### src/rtl/psubsb_seq.sv
// Sequential lane-wise saturating signed subtract (PSUBSB), one lane per clock behind valid/ready.
// Optional per-lane saturation flags port enabled by defining PSUBSB_SAT_FLAGS_EN.
module psubsb_seq #(
   parameter int LANE_W = 4,
   parameter int LANES  = 4
) (
   input  logic                      clk,
   input  logic                      rst_n,
   input  logic                      in_valid,
   output logic                      in_ready,
   input  logic [LANE_W*LANES-1:0]   A,
   input  logic [LANE_W*LANES-1:0]   B,
   output logic                      out_valid,
   input  logic                      out_ready,
`ifdef PSUBSB_SAT_FLAGS_EN
   output logic [LANES-1:0]          sat_flags,
`endif
   output logic [LANE_W*LANES-1:0]   Diff
);

   localparam int DW = LANE_W * LANES;
   localparam int CW = (LANES > 1) ? $clog2(LANES) : 1;
   localparam logic [CW-1:0] LAST_LANE = CW'(LANES - 1);

   typedef enum logic [1:0] {
      IDLE = 2'd0,
      CALC = 2'd1,
      DONE = 2'd2
   } state_t;

   state_t          state_q, state_d;
   logic [CW-1:0]   cnt_q, cnt_d;
   logic [DW-1:0]   a_q, a_d;
   logic [DW-1:0]   b_q, b_d;
   logic [DW-1:0]   diff_q, diff_d;
   logic            out_valid_q, out_valid_d;
   logic [LANE_W:0] lane_res_s;
`ifdef PSUBSB_SAT_FLAGS_EN
   logic [LANES-1:0] flags_q, flags_d;
`endif

   // Returns {overflow, saturated lane difference}; overflow only possible when signs differ.
   function automatic logic [LANE_W:0] sat_sub(input logic [LANE_W-1:0] a,
                                                input logic [LANE_W-1:0] b);
      logic [LANE_W-1:0] d;
      logic [LANE_W-1:0] res;
      logic              ovf;
      d   = a - b;
      ovf = (a[LANE_W-1] != b[LANE_W-1]) && (d[LANE_W-1] != a[LANE_W-1]);
      if (ovf) begin
         if (a[LANE_W-1]) begin
            res = {1'b1, {(LANE_W-1){1'b0}}};
         end else begin
            res = {1'b0, {(LANE_W-1){1'b1}}};
         end
      end else begin
         res = d;
      end
      return {ovf, res};
   endfunction

   assign lane_res_s = sat_sub(a_q[int'(cnt_q)*LANE_W +: LANE_W],
                               b_q[int'(cnt_q)*LANE_W +: LANE_W]);

   // Next-state and datapath update for the IDLE -> CALC -> DONE sequence.
   always_comb begin
      state_d     = state_q;
      cnt_d       = cnt_q;
      a_d         = a_q;
      b_d         = b_q;
      diff_d      = diff_q;
      out_valid_d = out_valid_q;
`ifdef PSUBSB_SAT_FLAGS_EN
      flags_d     = flags_q;
`endif
      case (state_q)
         IDLE: begin
            if (in_valid) begin
               a_d         = A;
               b_d         = B;
               diff_d      = '0;
               cnt_d       = '0;
               out_valid_d = 1'b0;
`ifdef PSUBSB_SAT_FLAGS_EN
               flags_d     = '0;
`endif
               state_d     = CALC;
            end else begin
               state_d     = IDLE;
            end
         end
         CALC: begin
            diff_d[int'(cnt_q)*LANE_W +: LANE_W] = lane_res_s[LANE_W-1:0];
`ifdef PSUBSB_SAT_FLAGS_EN
            flags_d[cnt_q] = lane_res_s[LANE_W];
`endif
            cnt_d = cnt_q + CW'(1);
            if (cnt_q == LAST_LANE) begin
               out_valid_d = 1'b1;
               state_d     = DONE;
            end else begin
               state_d     = CALC;
            end
         end
         DONE: begin
            if (out_ready) begin
               out_valid_d = 1'b0;
               state_d     = IDLE;
            end else begin
               state_d     = DONE;
            end
         end
         default: begin
            out_valid_d = 1'b0;
            state_d     = IDLE;
         end
      endcase
   end

   // State and datapath registers; reset discards any partial result.
   always_ff @(posedge clk or negedge rst_n) begin
      if (!rst_n) begin
         state_q     <= IDLE;
         cnt_q       <= '0;
         a_q         <= '0;
         b_q         <= '0;
         diff_q      <= '0;
         out_valid_q <= 1'b0;
`ifdef PSUBSB_SAT_FLAGS_EN
         flags_q     <= '0;
`endif
      end else begin
         state_q     <= state_d;
         cnt_q       <= cnt_d;
         a_q         <= a_d;
         b_q         <= b_d;
         diff_q      <= diff_d;
         out_valid_q <= out_valid_d;
`ifdef PSUBSB_SAT_FLAGS_EN
         flags_q     <= flags_d;
`endif
      end
   end

   assign in_ready  = (state_q == IDLE);
   assign out_valid = out_valid_q;
   assign Diff      = diff_q;
`ifdef PSUBSB_SAT_FLAGS_EN
   assign sat_flags = flags_q;
`endif

endmodule

### config.mk
export PLATFORM = sky130hd
export DESIGN_NAME = psubsb_seq
export DESIGN_NICKNAME = d
export VERILOG_FILES = /design/src/rtl/psubsb_seq.sv
export SDC_FILE = /design/constraint.sdc
export NUM_CORES = 1
export LEC_CHECK = 0
export ABC_AREA = 1
export CORE_ASPECT_RATIO = 0.8
export CORE_MARGIN = 10
export CORE_UTILIZATION = 50
export CTS_CLUSTER_DIAMETER = 60
export CTS_CLUSTER_SIZE = 25
export DETAILED_ROUTE_END_ITERATION = 10
export PLACE_DENSITY = 0.84
export REMOVE_ABC_BUFFERS = 1
export SLEW_MARGIN = 40
export SYNTH_ARGS = -nofsm -noshare
export SYNTH_HDL_FRONTEND = slang
export SYNTH_SLANG_ARGS = --single-unit
### constraint.sdc
create_clock -name clk -period 3.6 [get_ports clk]
set_clock_uncertainty 0.2 [all_clocks]
set_input_delay 0.54 -clock clk [delete_from_list [all_inputs] [get_ports clk]]
set_output_delay 0.54 -clock clk [all_outputs]
set_load 0.01 [all_outputs]
==> results_dict.tcl <==
set metrics [dict create \
    io_pins 54 \
    clk_path_buf_depth 2 \
    synth_top_family_by_area "simple AND/OR/NAND/NOR gates" \
    rrSetupSlack_ps 460 \
    rsz0062_at_grt "no" \
    gp_congestion 0.835 \
    endpoint_kind "register" \
    synth-simple-area-share_pct 16.1 \
    synth_area_per_cell_sq_um 10.2 \
    critPathMaxStageDelay_ps 510 \
    gr-total-overflow 0 \
    status "finished clean" \
    syn_area_sq_mm 0.00264 \
    cts_buffers 5 \
    synthAdderAreaFrac_pct 4.84 \
    p_per_area_mw_per_mm2 1000 \
    drt_iter0_markers 97 \
    syn2layout_area_growth_pct 24.4 \
    num_rows 23 \
    layout_worst_path_cycle_share_pct 87.1 \
    cts_root_buffer "clkbuf_8" \
    clock_latency_ps 310 \
    required_ps 3640 \
    ctsHoldBuffers 0 \
    cts_tree "done" \
    drv_slew 0 \
    grt_max_degree 54 \
    postRouteAntennaNets 0 \
    grt_pass1_wl_um 9850 \
    slew_headroom_pct 56.3 \
    synth_xor_area_share_pct 0.332 \
    synth_compound_gate_area_share_pct 9.68 \
    p_switching_uw 1470 \
    yosysSeqAreaShare_pct 50.3 \
    grt_pass1_vias 2058 \
    drc_errors 0 \
    cellLeakagePower_uw 0.00146 \
    max_slew.worst_pin.slew_ps 655 \
    ys_warn_count 0 \
    grt_use_total_pct 13.9 \
    htree_levels 2 \
    ctsResizeCount 0 \
    die_h_um 84.9 \
    dr.pass1.iters 4 \
    final-setup-viol-count 0 \
    fill_cells 401 \
    worst-path-max-fanout 16 \
    critPathArrivalTime_ps 3180 \
    clock-sinks 53 \
    coreArea_sq_mm 0.00506 \
    cp-start-kind "register" \
    utilization_pct 64.8 \
    drt-total-wl_um 5660 \
    worstSetupPathType "reg -> reg" \
    viasPerCell 5.31 \
    switching_share_pct 44.7 \
    setup_tns_ps 0 \
    ys_seq_elements 53 \
    floorplan.die_area_sq_mm 0.00860 \
    clock_power_share_pct 9.8 \
    hold_viol_final 0 \
    clkTransAtPathRegs_ps 90 \
    post_drt_wl_per_cell_um 15.1 \
    max_freq_ghz 0.319 \
    internal_power_uw 1820 \
    min_path_type "in -> async" \
    seqPwrFrac_pct 31.6 \
    antenna_found_initial 0 \
    synthMuxAreaShare_pct 12.8 \
    start_util_pct 52.1 \
    ys_types 28 \
    cts_setup_buffers 0 \
    crit_slowest_cell "fa_1" \
    ir_drop_mv 0.642 \
    dr_total_vias 1987 \
    synthCells 258 \
    design_area_sq_mm 0.00328 \
    place_area_sq_mm 0.00320 \
    fin_nets 356 \
    layout_min_cycle_time_ps 3140 \
    hpwl_um 4290 \
    drive_gt1_share_pct 8.65 \
    maxCapViolCount 0 \
    port-buffer-count 53 \
    path_cells "inv_2 -> o21ai_0 -> o22ai_1 -> ha_1 -> nand2_1 -> nor2_1 -> a211oi_1 -> fa_1 -> inv_1 -> nand3_4 -> nand2_2 -> nand4_1 -> o21bai_1" \
    die_x_um 101 \
    comb_power_share_pct 58.6 \
    diodes 0 \
]
-- through the flow --
stage | total power [uW] | hold slack (ps) | std cells | setup slack, ps
after floorplan | 2410 | 44.4 | 249 | 478
after global placement | 2920 | 273 | 366 | 616
after detailed placement | 2970 | 277 | 366 | 437
after CTS | 3310 | 71.7 | 374 | 421
after global routing | 3630 | 95.9 | 374 | 95.1
final | 3280 | 57.3 | 374 | 463
-- metal layers --
metal | wire (um) | track usage [%] | vias up | part of all wire [%]
li1 | - | - | 969 | -
met1 | 2580 | 17.8 | 947 | 46
met5 | 0 | 0 | - | 0
met3 | 472 | 5.75 | 5 | 8.3
met2 | 2560 | 20.9 | 66 | 45
met4 | 53 | 3.92 | 0 | 0.94
-- path summary, 6_finish.rpt --
path / start / to / depth (start not counted)
hold / removal: rst_n / b_q[2] / 1
setup / recovery: cnt_q[1] / Diff[14] / 13
min in group clk: a_q[9] / a_q[9] / 1
max in group asynchronous: rst_n / Diff[2] / 1
setup reg to reg: cnt_q[1] / Diff[14] / 13
hold reg to reg: a_q[9] / a_q[9] / 1
-- critical path: cells and delay by family, from the launching register on --
family | cells | cell delay, ps
adder cells (fa/ha/maj) | 2 | 810
AND/OR/NAND/NOR | 5 | 420
buffers and inverters | 2 | 380
flip-flops | 1 | 490
AO/OA/AOI/OAI | 4 | 770
-- cells by family (layout without fill, tap and decap cells) --
logic type | Yosys count | in the layout
flops | 53 | 53
simple gates | 89 | 89
compound gates | 41 | 41
fa+ha+maj | 9 | 9
xor+xnor | 1 | 1
buf+inv | 35 | 89
mux | 30 | 30
-- cell usage after synthesis --
master	n	area share, %
nor3_1	1	0.19
mux2_1	30	13
nand2_4	1	0.43
o31ai_1	1	0.28
a21oi_1	5	0.95
a32o_1	3	1.1
dfrtp_1	53	50
clkbuf_1	2	0.28
o22ai_1	8	1.9
inv_2	5	0.71
a211oi_1	2	0.57
nand3_4	2	1.3
nand2_1	40	5.7
fa_1	2	1.5
buf_2	2	0.38
nand3_1	13	2.5
nor2_4	1	0.43
ha_1	7	3.3
buf_4	4	1.1
inv_1	21	3.0
xnor2_1	1	0.33
o21bai_1	7	2.0
nor2_1	19	2.7
o21ai_0	10	1.9
buf_6	1	0.43
nand2_2	8	1.9
nand4_1	4	0.95
o21ai_1	5	0.95
-- power by group through the flow --
stage | registers, uW | clock network [uW] | logic (uW)
detailed placement | 1050 | 0 | 1920
global placement | 1040 | 0 | 1880
floorplan | 1050 | 0 | 1360
global route | 1070 | 365 | 2190
CTS | 1040 | 335 | 1940
finish | 1040 | 322 | 1920
-- final cells by class --
class	instances	area, sq um	share of cell area (%)
clock buffer	6	72.6	2.21
clock inverter	2	10.0	0.305
inverter	26	97.6	2.97
multi-input combinational	170	1150	35.2
sequential	53	1330	40.4
tap	62	77.6	2.36
timing repair buffer	55	543	16.6
-- layout by cell type, fill, tap and decap left out --
master | Yosys | final
nand3_4 | 2 | 2
nand3_1 | 13 | 13
clkdlybuf4s50_1 | 0 | 52
nand4_1 | 4 | 4
nor3_1 | 1 | 1
nand2_1 | 40 | 40
nor2_4 | 1 | 1
nor2_1 | 19 | 19
o21ai_0 | 10 | 10
a21oi_1 | 5 | 5
dfrtp_1 | 53 | 53
a211oi_1 | 2 | 2
o21bai_1 | 7 | 7
inv_1 | 21 | 21
buf_4 | 4 | 3
clkinv_2 | 0 | 2
ha_1 | 7 | 7
nand2_2 | 8 | 8
a32o_1 | 3 | 3
xnor2_1 | 1 | 1
clkbuf_1 | 2 | 1
fa_1 | 2 | 2
o22ai_1 | 8 | 8
o21ai_1 | 5 | 5
mux2_1 | 30 | 30
o31ai_1 | 1 | 1
clkbuf_8 | 0 | 5
nand2_4 | 1 | 1
inv_2 | 5 | 5
-- flip-flops by register name (all words and copies together), names as in the netlist --
| signal | flops |
|---|---|
| cnt_q | 2 |
| a_q | 16 |
| b_q | 16 |
| state_q | 2 |
| out_valid | 1 |
| Diff | 16 |
Note: power is estimated with default switching activity, not from simulation.
